===== config.mk =====
export PLATFORM = sky130hd
export DESIGN_NAME = reg_sch
export DESIGN_NICKNAME = d
export VERILOG_FILES = /design/src/rtl/reg_sch.sv
export SDC_FILE = /design/constraint.sdc
export NUM_CORES = 1
export LEC_CHECK = 0
export ABC_AREA = 1
export BUFFER_PORTS_ARGS = -buffer_cell sky130_fd_sc_hd__buf_2
export CELL_PAD_IN_SITES_DETAIL_PLACEMENT = 1
export CELL_PAD_IN_SITES_GLOBAL_PLACEMENT = 2
export CORE_UTILIZATION = 21
export DETAILED_ROUTE_END_ITERATION = 7
export HOLD_SLACK_MARGIN = 0.15
export PLACE_DENSITY_LB_ADDON = 0.1
export SETUP_SLACK_MARGIN = 0.15
export SLEW_MARGIN = 30
export SYNTH_ARGS = -nofsm -noshare
export SYNTH_HDL_FRONTEND = slang
export SYNTH_SLANG_ARGS = --single-unit

===== constraint.sdc =====
create_clock -name CLK -period 0.8 [get_ports CLK]
set_input_delay 0.08 -clock CLK [delete_from_list [all_inputs] [get_ports CLK]]
set_output_delay 0.08 -clock CLK [all_outputs]
set_load 0.1 [all_outputs]

===== src/rtl/reg_sch.sv =====
// Parallel-load register with load enable and asynchronous active-high clear.
// Optional feature macro REG_SCH_PARITY_EN adds a registered parity output with error injection.
module reg_sch #(
  parameter int unsigned WIDTH       = 8,
  parameter logic [63:0] RESET_VALUE = 64'h0
) (
  input  logic             CLK,
  input  logic             RST,
  input  logic             LOAD,
  input  logic [WIDTH-1:0] REG_IN,
`ifdef REG_SCH_PARITY_EN
  input  logic             PAR_ERR_INJ,
  output logic             REG_PAR,
`endif
  output logic [WIDTH-1:0] REG_OUT
);

  localparam logic [WIDTH-1:0] RST_VAL = WIDTH'(RESET_VALUE);

  logic [WIDTH-1:0] data_nxt;

  // Mux rather than an if-hold so that an unknown LOAD propagates X instead of holding.
  always_comb begin
    data_nxt = LOAD ? REG_IN : REG_OUT;
  end

  always_ff @(posedge CLK or posedge RST) begin
    if (RST) begin
      REG_OUT <= RST_VAL;
    end else begin
      REG_OUT <= data_nxt;
    end
  end

`ifdef REG_SCH_PARITY_EN
  localparam logic PAR_RST = ^RST_VAL;

  logic par_nxt;

  // Parity is computed from the incoming word so it lands on the same edge as the data.
  always_comb begin
    par_nxt = LOAD ? ((^REG_IN) ^ PAR_ERR_INJ) : REG_PAR;
  end

  always_ff @(posedge CLK or posedge RST) begin
    if (RST) begin
      REG_PAR <= PAR_RST;
    end else begin
      REG_PAR <= par_nxt;
    end
  end
`endif

endmodule


==> flow_metrics.tcl <==
set metrics [dict create \
    drv_cap 0 \
    path_clk_slew_ns 0.05 \
    placed_cell_area_um2 557 \
    clockBufferDepth 2 \
    vias 300 \
    insertion_delay_ns 0.25 \
    rsz0062_at_grt "true" \
    hold_viol 8 \
    io_buffers 18 \
    synth_compound_area_frac 0 \
    power.leakage_nw 0.306 \
    first_global_vias 315 \
    largest-register "REG_OUT" \
    cts-root-buf "clkbuf_4" \
    yosys-top-cells-area "dfrtp_1, nand2_1, buf_6, inv_1, inv_2" \
    seqPwrFrac 0.381 \
    worst_pin_slew_ns 0.325 \
    syn_area_um2 309 \
    cp_slowest_stage_delay_ns 0.49 \
    irDropWorstVdd_mv 1.18 \
    violations "hold timing, setup timing" \
    grt-ovfl-total 0 \
    rows 13 \
    grt_pass1_wl_mm 1.27 \
    synth_cell_types 5 \
    status "finished, violations left" \
    path_class "register to output port" \
    power_frac_comb 0.393 \
    skew_ns 0 \
    crit_path_start_kind "register" \
    drtAntennaViolNets 0 \
    grt_max_degree 10 \
    synthMuxAreaShare 0 \
    arrival_ns 0.91 \
    synth_xor_area_frac 0 \
    slew-limit-headroom 0.783 \
    syn_avg_cell_area_um2 8.83 \
    drt-total-wl_um 763 \
    yosysWarnings 0 \
    hp-class "input pin to asynchronous set/reset pin" \
    cts_tree "done" \
    end_kind "output port" \
    internal_power_w 0.000819 \
    ys_ff_latch 8 \
    finalSetupViolCount 9 \
    avgViaCountPerCell 4.23 \
    drive_gt1_frac 0.625 \
    layout_setup_ws_ns -0.191 \
    core_region_area_um2 1330 \
    path_cells "buf_12" \
    power_w 0.00133 \
    synth_top_area_share 0.648 \
    start_util 0.232 \
    drt-pass1-iter-count 1 \
    die_w_um 40.4 \
    post-route-util 0.454 \
    crit_slowest_cell "dfrtp_4" \
    yosys.area_share.simple 0.291 \
    die_area_um2 1630 \
    cp_top_family "flip-flops" \
    nets 69 \
    pin_count 19 \
    cts_buffers 3 \
    crit_fanout 2 \
    top_regs "REG_OUT (8)" \
    yosys.area_share.adder 0 \
    swShare 0.382 \
    synthCells 35 \
    antenna_cells 0 \
    critPathBufInv 1 \
    antenna_found_initial 0 \
    whs_ns -0.223 \
    yosysSeqAreaShare 0.648 \
    htree_levels 1 \
    largest_register_ffs 8 \
    synth_top_family_by_area "simple AND/OR/NAND/NOR gates" \
    r2r.worst_path.cells 3 \
    cp.required_ns 0.72 \
    die_height_um 40.4 \
    post-route-period-util 1.24 \
    synthesis.nets 46 \
    yosys.area.top_type "dfrtp_1" \
    gr-usage-all-layers 0.132 \
    clock_power_share 0.226 \
    p_switching_w 0.000506 \
    wl_per_cell_um 10.7 \
    powerDensity_nw_per_um2 2190 \
    final.min_clock_period_ns 0.991 \
    dr.first_iter.drc_count 0 \
    area_delta_synth_final_pct 96.0 \
    max_freq_mhz 1010 \
    slew_violations 0 \
    finalInstanceArea_um2 606 \
    clock-sinks 8 \
    cp.depth 1 \
    dpl_worst_slack_ns 0.0738 \
    remaining_drc_errors 0 \
    gp_routability_congestion 0.608 \
]
-- cell usage after synthesis --
cell type / count
dfrtp_1: 8
buf_6: 1
inv_2: 1
inv_1: 1
nand2_1: 24
-- final timing paths --
path | start | to | slack (ns)
max | REG_OUT[4]$_DFFE_PP0P_ | REG_OUT[4] | -0.19
max in group asynchronous | RST | REG_OUT[2]$_DFFE_PP0P_ | 0.75
min reg2reg | REG_OUT[2]$_DFFE_PP0P_ | REG_OUT[2]$_DFFE_PP0P_ | 0.55
max reg2reg | REG_OUT[3]$_DFFE_PP0P_ | REG_OUT[3]$_DFFE_PP0P_ | 0
min in group CLK | REG_IN[5] | REG_OUT[5]$_DFFE_PP0P_ | 0.03
min | RST | REG_OUT[7]$_DFFE_PP0P_ | -0.22
-- metrics by stage --
step | hold WS (ns) | setup TNS (ns) | instances
floorplan | -0.104 | -0.424 | 35
global placement | 0.0296 | 0 | 67
detailed placement | 0.0652 | 0 | 67
CTS | -0.206 | -1.60 | 70
global route | -0.211 | -1.77 | 71
finish | -0.223 | -1.50 | 71
-- cells in the final DEF, fill, tap and decap left out --
master and count:
dfrtp_4 8, clkbuf_4 3, nand2_2 3, nand2_1 20, buf_6 1, buf_12 8, inv_1 1, buf_2 10
nand2_4 1, inv_2 1
-- cell families (layout without fill, tap and decap cells) --
| group | Yosys count | after routing |
|---|---|---|
| buffers and inverters | 3 | 24 |
| DFF | 8 | 8 |
| and+or+nand+nor | 24 | 24 |
-- layout make-up --
type	count	area, µm²
Clock buffer	3	22.5
Fill cell	152	728
Inverter	2	7.51
Multi-Input combinational cell	24	105
Sequential cell	8	230
Tap cell	15	18.8
Timing Repair Buffer	19	221
-- repair_timing --
action	CTS	global route
pin swaps	0	1
gates cloned	0	0
endpoints found under the setup margin	16	16
gates resized for setup	2	4
setup buffers	0	1
endpoints found under the hold margin	16	16
-- metal layers --
metal  global-route usage  wire (µm)  share of wire  vias to the layer above
li1                     -          -              -                      147
met1                0.119        260           0.34                      139
met2                0.222        412           0.54                       14
met3                0.100         90           0.12                        0
met4               0.0500          0              0                        0
met5                    0          0              0                        -
-- worst register-to-register path, stage by stage (launching register included) --
cell and delay, ns:
dfrtp_4 0.49, buf_6 0.13, nand2_4 0.04, nand2_2 0.04
-- power groups by stage --
stage / combinational [W] / sequential, W / clock, W
after floorplan: 0.0000508 / 0.000761 / 0
after global placement: 0.000501 / 0.000510 / 0
after detailed placement: 0.000509 / 0.000512 / 0
after CTS: 0.000512 / 0.000505 / 0.000320
after global routing: 0.000542 / 0.000510 / 0.000343
final: 0.000521 / 0.000505 / 0.000299
Note: power is estimated with default switching activity, not from simulation.
